### config.mk
export PLATFORM = sky130hd
export DESIGN_NAME = fifo_rd_stream
export DESIGN_NICKNAME = d
export VERILOG_FILES = /design/src/rtl/fifo_pkg.sv /design/src/rtl/fifo_skid_buf.sv /design/src/rtl/fifo_skid_buf_chk.sv /design/src/rtl/fifo_rd_stream.sv
export SDC_FILE = /design/constraint.sdc
export NUM_CORES = 1
export LEC_CHECK = 0
export CAP_MARGIN = 40
export CORE_MARGIN = 4
export CORE_UTILIZATION = 51
export CTS_BUF_LIST = sky130_fd_sc_hd__clkbuf_4
export CTS_CLUSTER_DIAMETER = 150
export DETAILED_ROUTE_END_ITERATION = 8
export GPL_TIMING_DRIVEN = 0
export MAX_ROUTING_LAYER = met4
export PLACE_DENSITY = 0.82
export SYNTH_ARGS = -nofsm -noshare
export SYNTH_HDL_FRONTEND = slang
export SYNTH_SLANG_ARGS = --single-unit
### constraint.sdc
create_clock -name clk_i -period 3.5 [get_ports clk_i]
set_input_delay 1.05 -clock clk_i [delete_from_list [all_inputs] [get_ports clk_i]]
set_output_delay 1.05 -clock clk_i [all_outputs]
set_load 0.02 [all_outputs]
### src/rtl/fifo_pkg.sv
// Shared definitions for the async FIFO and its read-side drain stage.
// Holds the drain-stage state type, the buffer occupancy width and the gray-code helper.
package fifo_pkg;

    localparam int unsigned OCC_W = 2;

    typedef enum logic [0:0] {
        RUN   = 1'b0,
        FLUSH = 1'b1
    } rd_state_e;

    function automatic logic [31:0] bin2gray(input logic [31:0] bin);
        return bin ^ (bin >> 5'd1);
    endfunction

endpackage

### src/rtl/fifo_skid_buf.sv
// Two-entry shift buffer behind the FIFO read port: head is always at r_head,
// so the output data comes straight from a register. Clear wins over push/pop.
module fifo_skid_buf
    import fifo_pkg::*;
#(
    parameter int WIDTH = 8
) (
    input  logic             i_clk,
    input  logic             i_rst_n,
    input  logic             i_clr,
    input  logic             i_push,
    input  logic [WIDTH-1:0] i_data,
    input  logic             i_pop,
    output logic [WIDTH-1:0] o_head,
    output logic [OCC_W-1:0] o_level
);

    logic [WIDTH-1:0] r_head;
    logic [WIDTH-1:0] r_tail;
    logic [OCC_W-1:0] r_level;
    logic [WIDTH-1:0] w_head_nxt;
    logic [WIDTH-1:0] w_tail_nxt;
    logic [OCC_W-1:0] w_level_nxt;

    // Next head/tail/level from the push/pop combination at the current level
    always_comb begin
        w_head_nxt  = r_head;
        w_tail_nxt  = r_tail;
        w_level_nxt = r_level;
        if (i_clr) begin
            w_level_nxt = 2'd0;
        end else begin
            case ({i_push, i_pop})
                2'b10: begin
                    case (r_level)
                        2'd0: begin
                            w_head_nxt  = i_data;
                            w_level_nxt = 2'd1;
                        end
                        2'd1: begin
                            w_tail_nxt  = i_data;
                            w_level_nxt = 2'd2;
                        end
                        default: w_level_nxt = r_level;
                    endcase
                end
                2'b01: begin
                    case (r_level)
                        2'd1:    w_level_nxt = 2'd0;
                        2'd2: begin
                            w_head_nxt  = r_tail;
                            w_level_nxt = 2'd1;
                        end
                        default: w_level_nxt = r_level;
                    endcase
                end
                2'b11: begin
                    case (r_level)
                        2'd1:    w_head_nxt = i_data;
                        2'd2: begin
                            w_head_nxt = r_tail;
                            w_tail_nxt = i_data;
                        end
                        default: begin
                            w_head_nxt  = i_data;
                            w_level_nxt = 2'd1;
                        end
                    endcase
                end
                default: w_level_nxt = r_level;
            endcase
        end
    end

    // Buffer storage and occupancy
    always_ff @(posedge i_clk or negedge i_rst_n) begin
        if (!i_rst_n) begin
            r_head  <= {WIDTH{1'b0}};
            r_tail  <= {WIDTH{1'b0}};
            r_level <= 2'd0;
        end else begin
            r_head  <= w_head_nxt;
            r_tail  <= w_tail_nxt;
            r_level <= w_level_nxt;
        end
    end

    assign o_head  = r_head;
    assign o_level = r_level;

    fifo_skid_buf_chk u_chk (
        .i_clk   (i_clk),
        .i_rst_n (i_rst_n),
        .i_clr   (i_clr),
        .i_push  (i_push),
        .i_pop   (i_pop),
        .i_level (r_level)
    );

endmodule

### src/rtl/fifo_skid_buf_chk.sv
// Property checker for the 2-entry drain buffer: the pop rule upstream must
// never let it be written while full or read while empty.
module fifo_skid_buf_chk
    import fifo_pkg::*;
(
    input logic             i_clk,
    input logic             i_rst_n,
    input logic             i_clr,
    input logic             i_push,
    input logic             i_pop,
    input logic [OCC_W-1:0] i_level
);

    a_no_push_full: assert property (@(posedge i_clk) disable iff (!i_rst_n)
        !(i_push && !i_clr && (i_level == 2'd2)));

    a_no_pop_empty: assert property (@(posedge i_clk) disable iff (!i_rst_n)
        !(i_pop && !i_clr && (i_level == 2'd0)));

endmodule

### src/rtl/fifo_rd_stream.sv
// Read-side drain stage for the async FIFO: hides the FIFO read latency behind a
// 2-entry buffer and presents a valid/ready stream. FIFO_RD_STREAM_LAST_EN enables burst framing.
module fifo_rd_stream
    import fifo_pkg::*;
#(
    parameter int WIDTH      = 8,
    parameter int BURST_LEN  = 4,
    parameter int BCNT_WIDTH = 2
) (
    input  logic             clk_i,
    input  logic             rst_n_i,
    input  logic             empty_i,
    input  logic [WIDTH-1:0] rdata_i,
    input  logic             rd_error_i,
    output logic             rd_en_o,
    output logic             out_valid_o,
    input  logic             out_ready_i,
    output logic [WIDTH-1:0] out_data_o,
    output logic             out_last_o,
    input  logic             flush_i,
    output logic             err_o,
    output logic [1:0]       level_o
);

    rd_state_e        r_state;
    logic             r_inflight;
    logic             r_err;
    logic             w_run;
    logic             w_xfer;
    logic             w_accept;
    logic             w_clr;
    logic             w_push;
    logic             w_late;
    logic [2:0]       w_need;
    logic [OCC_W-1:0] w_level;
    logic [WIDTH-1:0] w_head;

    assign w_run    = (r_state == RUN);
    assign w_xfer   = out_valid_o && out_ready_i;
    assign w_accept = w_xfer && w_run && !flush_i;
    assign w_clr    = w_run && flush_i;
    assign w_push   = r_inflight && w_run;
    assign w_late   = r_inflight && w_run && (w_level == 2'd2);

    // Slots the buffer would hold after this edge if we issued one more pop
    always_comb begin
        w_need = {1'b0, w_level} + {2'b00, r_inflight} - {2'b00, w_xfer};
    end

    // Gated by rst_n_i so the FIFO is not popped while the stage is held in reset
    assign rd_en_o = rst_n_i && w_run && !empty_i && (w_need <= 3'd1);

    // RUN/FLUSH sequencing; FLUSH waits out any read still in flight
    always_ff @(posedge clk_i or negedge rst_n_i) begin
        if (!rst_n_i) begin
            r_state <= RUN;
        end else begin
            case (r_state)
                RUN: begin
                    if (flush_i) r_state <= FLUSH;
                    else         r_state <= RUN;
                end
                FLUSH: begin
                    if (!r_inflight) r_state <= RUN;
                    else             r_state <= FLUSH;
                end
                default: r_state <= RUN;
            endcase
        end
    end

    // In-flight read tracking and sticky error
    always_ff @(posedge clk_i or negedge rst_n_i) begin
        if (!rst_n_i) begin
            r_inflight <= 1'b0;
            r_err      <= 1'b0;
        end else begin
            r_inflight <= rd_en_o;
            if (rd_error_i || w_late) r_err <= 1'b1;
            else                      r_err <= r_err;
        end
    end

    fifo_skid_buf #(
        .WIDTH (WIDTH)
    ) u_buf (
        .i_clk   (clk_i),
        .i_rst_n (rst_n_i),
        .i_clr   (w_clr),
        .i_push  (w_push),
        .i_data  (rdata_i),
        .i_pop   (w_accept),
        .o_head  (w_head),
        .o_level (w_level)
    );

    assign out_valid_o = (w_level != 2'd0);
    assign out_data_o  = w_head;
    assign level_o     = w_level;
    assign err_o       = r_err;

`ifdef FIFO_RD_STREAM_LAST_EN
    localparam logic [BCNT_WIDTH-1:0] BCNT_MAX = BCNT_WIDTH'(BURST_LEN - 1);

    logic [BCNT_WIDTH-1:0] r_bcnt;

    // Beat position within the current burst; a flush restarts the burst
    always_ff @(posedge clk_i or negedge rst_n_i) begin
        if (!rst_n_i) begin
            r_bcnt <= {BCNT_WIDTH{1'b0}};
        end else if (w_clr) begin
            r_bcnt <= {BCNT_WIDTH{1'b0}};
        end else if (w_accept) begin
            if (r_bcnt == BCNT_MAX) r_bcnt <= {BCNT_WIDTH{1'b0}};
            else                    r_bcnt <= r_bcnt + BCNT_WIDTH'(1);
        end else begin
            r_bcnt <= r_bcnt;
        end
    end

    assign out_last_o = out_valid_o && (r_bcnt == BCNT_MAX);
`else
    logic w_unused_cfg;
    assign w_unused_cfg = ^{BURST_LEN, BCNT_WIDTH};
    assign out_last_o   = 1'b0;
`endif

endmodule
==> results of run 1 <==
## final cells by class
type | instances | area [sq um]
Clock buffer | 4 | 30.0
Multi-Input combinational cell | 71 | 646
Timing Repair Buffer | 30 | 300
Inverter | 7 | 28.8
Sequential cell | 21 | 527
Fill cell | 162 | 601
Buffer | 4 | 23.8
Tap cell | 28 | 35.0
## worst register-to-register path: cells and delay by family (launching register included)
family / cells / cell delay, ns
AND/OR/NAND/NOR: 4 / 0.84
buffers and inverters: 4 / 0.75
adder cells (fa/ha/maj): 2 / 0.45
AO/OA/AOI/OAI: 1 / 0.12
flip-flops: 1 / 0.40
## registers in the layout, summed over array words and instances (netlist names)
register	count
r_inflight	1
u_buf.o_level	2
err_o	1
u_buf.o_head	8
u_buf.r_tail	8
r_state	1
## cell families (layout without fill, tap and decap cells)
family	count (synthesis)	in the layout	synth area share, %
simple gates	22	22	13.5
compound gates	26	26	14.5
fa+ha+maj	10	10	11.3
flops	21	21	45.0
other cells	1	1	0.321
mux	11	11	10.4
xor+xnor	1	1	0.750
buf+inv	11	45	4.28
## placed cells by master, fill, tap and decap left out, drive strengths merged
master | netlist | routed
clkdlybuf4s50 | 0 | 24
dfrtp | 21 | 21
a21oi | 12 | 12
nor2 | 10 | 10
mux2 | 9 | 9
ha | 9 | 9
a22oi | 8 | 8
buf | 2 | 8
inv | 7 | 7
clkbuf | 2 | 6
nand2b | 4 | 4
nor2b | 3 | 3
mux2i | 2 | 2
o21ai | 2 | 2
nor4b | 1 | 1
nand4bb | 1 | 1
xor2 | 1 | 1
a21o | 1 | 1
a211o | 1 | 1
nor3 | 1 | 1
nor4bb | 1 | 1
a211oi | 1 | 1
a2111o | 1 | 1
nand3 | 1 | 1
fa | 1 | 1
conb | 1 | 1
## routing by layer
metal  vias to the layer above  GRT usage [%]  routed length [microns]
li1                        431              -                        -
met1                       432           19.1                     1040
met2                        20           31.9                     1380
met3                         8           2.78                       89
met4                         0           8.47                       64
met5                         -              -                        0
## final timing paths
| path | startpoint | endpoint | slack [ns] | cells past startpoint |
|---|---|---|---|---|
| worst max-delay path | out_ready_i | rd_en_o | -0.19 | 10 |
| worst min-delay path | err_o$_DFFE_PN0P_ | err_o$_DFFE_PN0P_ | 0.50 | 1 |
| worst max register to register | u_buf.o_level[0]$_DFFE_PN0P_ | u_buf.o_head[7]$_DFFE_PN0P_ | 0.88 | 11 |
| worst min register to register | err_o$_DFFE_PN0P_ | err_o$_DFFE_PN0P_ | 0.50 | 1 |
| max in group asynchronous | rst_n_i | u_buf.o_level[1]$_DFFE_PN0P_ | 2.11 | 2 |
| min in group asynchronous | rst_n_i | r_inflight$_DFF_PN0_ | 0.98 | 1 |
## power by group through the flow
| stage | logic, mW | registers [mW] | clock network, mW |
|---|---|---|---|
| 2_1_floorplan | 0.206 | 0.449 | 0 |
| 3_3_place_gp | 0.436 | 0.390 | 0 |
| 3_5_place_dp | 0.460 | 0.396 | 0 |
| 4_1_cts | 0.471 | 0.392 | 0.122 |
| 5_1_grt | 0.546 | 0.405 | 0.130 |
| 6_report | 0.501 | 0.394 | 0.118 |
## per-stage QoR
step	util, %	total power, mW	area, sq um	hold slack (ns)
finish	72.6	1.01	1590	0.504
global placement	67.2	0.827	1470	0.459
global route	72.6	1.08	1590	0.526
floorplan	-	0.655	1180	0.480
detailed placement	67.8	0.857	1490	0.480
CTS	70.5	0.985	1540	0.507
## synthesized netlist by cell type (2+ instances only)
cell type and number:
nor2_1 9, inv_1 6, mux2_2 9, buf_4 2
a21oi_1 11, nand2b_1 4, dfrtp_1 21, a22oi_1 8
ha_1 9, o21ai_0 2, nor2b_1 2, mux2i_1 2
## timing repair
action	CTS	global route
pin swaps	3	3
hold buffers	0	0
endpoints found under the setup margin	1	1
gates resized for setup	14	7
buffers inserted	2	1
==> results.tsv, run 1 <==
metric	value	unit
finalCritPeriodShare	105	%
synth_nets	127	
path_class	input pin to output pin	
synth.area.top_cells	dfrtp_1 45%, ha_1 9.6%, mux2_2 8.7%	
async_flop_share	100	%
synth_cell_types	30	
path_buf_inv	4	
path_delay_family	adder cells	
clk_latency	0.29	ns
cts-buffers-inserted	3	
finalWorstSetupSlack	-0.192	ns
power_frac_seq	38.9	%
antenna_cells	0	
fmax	0.271	GHz
worst_path_max_delay_cell	fa_1	
drt.antenna.violating_nets	0	
core_area	2190	sq um
io_buffers	26	
place_ws	-1.13	ns
status	finished with violations	
clk_path_buf_depth	2	
end_kind	output pin	
gp_congestion	0.760	
netlist_area	1170	sq um
fp.dieW	55.9	microns
initial_utilization	53.3	%
synth_top_area_share	45.0	%
die_height	55.9	microns
synthCells	103	
crit_arrival	2.64	ns
nNetsFinal	162	
finalCriticalPeriod	3.69	ns
row_count	17	
vias	891	
maxSlewViolCount	0	
io_pins	28	
setup_violations	1	
synth_top_area_cell	dfrtp_1	
hold_viol_final	0	
stdcell_count	165	
grt_start_max_net_pins	19	
startpoint_type	input pin	
first_iter_violations	10	
setup_tns	-0.192	ns
power.switching	0.374	mW
cts_tree	built	
post_drt_wl_per_cell	15.6	microns
syn_to_final_growth	36.1	%
switching_share	37.0	%
power_density	637	nW/um^2
routed_wl	2580	microns
required	2.45	ns
dp.cells	158	
grt_usage	17.8	%
synth_ff_type	dfrtp_1	
cp_slowest_stage_delay	0.50	ns
grt_pass1_vias	983	
p_leak	0.694	nW
yosysSeqAreaShare	45.0	%
grt_first_pass_wirelength	4310	microns
rsz0062_at_grt	true	
synth-warning-count	0	
ir_worst_vdd	0.000465	V
internal_power	0.639	mW
crit_fanout	2	
drcViolationCount	0	
cts_sinks	21	
clock-root-buffer	clkbuf_4	
clkSlewWorstSetupHoldPaths	0.11	ns
htree_levels	1	
antenna_found_initial	0	
grt_overflow	0	
firstDrtPassIters	4	
via_per_inst	5.40	
yosys_register_bits	21	
skew	0.00456	ns
violations	negative setup slack	
synth.avg_cell_area	11.3	sq um
design.die.area	3120	sq um
path_cells	buf_6 > nor2b_4 > ha_4 > inv_4 > ha_4 > inv_2 > fa_1 > nand4bb_1 > nor2_4 > buf_6	
p_comb_share	49.5	%
drive_above_1_share	26.3	%
dpl.hpwl	2040	microns
synth_edf_count	0	
clockPowerShare	11.6	%
cap_violations	0	
min_path_type	register to register	
No activity file was read; power rests on OpenSTA's default activity.
==> run 2: changes to the inputs <==
--- a/config.mk
+++ b/config.mk
@@ -14,6 +14,7 @@
 export GPL_TIMING_DRIVEN = 0
 export MAX_ROUTING_LAYER = met4
 export PLACE_DENSITY = 0.82
+export SKIP_CTS_REPAIR_TIMING = 1
 export SYNTH_ARGS = -nofsm -noshare
 export SYNTH_HDL_FRONTEND = slang
 export SYNTH_SLANG_ARGS = --single-unit
==> run 2 against run 1 <==
  * Global-route usage shrank 0.20 points
  * Non-clock buffer count down 2
  * Largest cell class unchanged
  * Final cell count shrank 1.2%
  * The flow still finishes with violations (negative setup slack)
  * Design area down 0.94%
  * Clock-buffer cell count unchanged
  * Clock skew about the same
  * Setup slack worse by 0.029 ns
  * Sequential share of layout area rose by 0.32 points
  * Clock power hardly changed
  * Die area unchanged
==> results.tsv, run 2 (same netlist as run 1, synthesis figures left out) <==
metric	value	unit
status	finished with violations	
violations	negative setup slack	
grt_start_max_net_pins	19	
gp_congestion	0.760	
ir_worst_vdd	0.000458	V
finalCritPeriodShare	106	%
first_iter_violations	10	
maxSlewViolCount	0	
drt.antenna.violating_nets	0	
post_drt_wl_per_cell	15.5	microns
switching_share	37.0	%
p_comb_share	49.1	%
min_path_type	register to register	
timing.hold.ws	0.501	ns
skew	0.00426	ns
design.die.area	3120	sq um
gr-max-usage-layer	met2	
crit_arrival	2.67	ns
internal_power	0.633	mW
die_height	55.9	microns
fmax	0.269	GHz
core_area	2190	sq um
nNetsFinal	160	
firstDrtPassIters	4	
antenna_found_initial	0	
place_ws	-1.13	ns
required	2.45	ns
grt_first_pass_wirelength	4260	microns
cts_tree	built	
htree_levels	1	
cap_violations	0	
cp_slowest_stage_delay	0.53	ns
grt_overflow	0	
final_common_cell	clkdlybuf4s50_1	
placed_cell_area	1490	sq um
clockPowerShare	11.6	%
vias	898	
layout_common_cells	24 x clkdlybuf4s50_1, 20 x dfrtp_1, 11 x a21oi_1, 9 x mux2_2	
io_pins	28	
gr-usage-met1	19.1	%
startpoint_type	input pin	
path_class	input pin to output pin	
finalCriticalPeriod	3.72	ns
grt_pass1_vias	970	
cts_sinks	21	
clock-root-buffer	clkbuf_4	
p_leak	0.685	nW
hold_viol_final	0	
clk_latency	0.29	ns
antenna_cells	0	
row_count	17	
io_buffers	26	
grt_usage	17.6	%
finalWorstSetupSlack	-0.221	ns
end_kind	output pin	
clkSlewWorstSetupHoldPaths	0.11	ns
clk_path_buf_depth	2	
design_area	1580	sq um
drcViolationCount	0	
cts-buffers-inserted	3	
fin_total_pwr	1.00	mW
met3_usage	2.55	%
crit_fanout	2	
power_frac_seq	39.3	%
power_density	637	nW/um^2
drive_above_1_share	25.2	%
fp.dieW	55.9	microns
routed_wl	2530	microns
setup_violations	1	
initial_utilization	53.3	%
rsz0062_at_grt	true	
worst_path_max_delay_cell	fa_1	
syn_to_final_growth	34.8	%
via_per_inst	5.51	
use_met2	31.8	%
postLayoutCoreUtil	71.9	%
path_cells	buf_6 > nor2b_4 > ha_4 > inv_4 > ha_4 > inv_2 > fa_1 > nand4bb_1 > nor2_4 > buf_6	
power.switching	0.371	mW
dpl.hpwl	2040	microns
[run 2: cell count changes in the layout (fill, tap and decap cells not counted)]
cell,previous run,this run
buf_4,5,3
[run 2: critical path: cells and delay by family]
family        cells  cell delay [ns]
buf+inv           4             0.29
simple gates      3             0.44
fa+ha+maj         3             0.88
[run 2: layout make-up]
class | count | area [sq um]
buffer | 4 | 23.8
clock buffer | 4 | 30.0
fill | 166 | 616
inverter | 7 | 28.8
multi-input combinational | 71 | 646
sequential | 21 | 527
tap | 28 | 35.0
timing repair buffer | 28 | 285
[run 2: per-stage QoR]
stage / instances / TNS (ns)
floorplan: 103 / 0
global placement: 157 / -1.07
detailed placement: 158 / -1.13
CTS: 162 / -1.15
global route: 163 / -0.268
finish: 163 / -0.221
[run 2: path summary, 6_finish.rpt]
path,endpoint,startpoint,cells past startpoint,slack [ns]
min,err_o$_DFFE_PN0P_,err_o$_DFFE_PN0P_,1,0.50
min in group asynchronous,u_buf.o_head[4]$_DFFE_PN0P_,rst_n_i,1,0.99
min reg2reg,err_o$_DFFE_PN0P_,err_o$_DFFE_PN0P_,1,0.50
max reg2reg,u_buf.o_head[7]$_DFFE_PN0P_,u_buf.o_level[0]$_DFFE_PN0P_,11,0.90
max in group asynchronous,u_buf.o_level[1]$_DFFE_PN0P_,rst_n_i,2,2.10
max,rd_en_o,out_ready_i,10,-0.22
[run 2: power by group through the flow]
stage / clock network (mW) / registers [mW] / logic, mW
global placement: 0 / 0.390 / 0.436
finish: 0.116 / 0.394 / 0.493
floorplan: 0 / 0.449 / 0.206
CTS: 0.122 / 0.392 / 0.460
detailed placement: 0 / 0.396 / 0.460
global route: 0.130 / 0.405 / 0.537
[run 2: metal layers]
layer	wire length (microns)	up-vias
li1	-	427
met1	1030	443
met2	1340	20
met3	94	8
met4	61	0
met5	0	-
==> run 3: changes to the inputs <==
--- a/config.mk
+++ b/config.mk
@@ -10,6 +10,7 @@
 export CORE_UTILIZATION = 51
 export CTS_BUF_LIST = sky130_fd_sc_hd__clkbuf_4
 export CTS_CLUSTER_DIAMETER = 150
+export CTS_CLUSTER_SIZE = 10
 export DETAILED_ROUTE_END_ITERATION = 8
 export GPL_TIMING_DRIVEN = 0
 export MAX_ROUTING_LAYER = met4
==> results of run 3 <==
No change in the layout: final DEF, timing and power equal those of run 2.
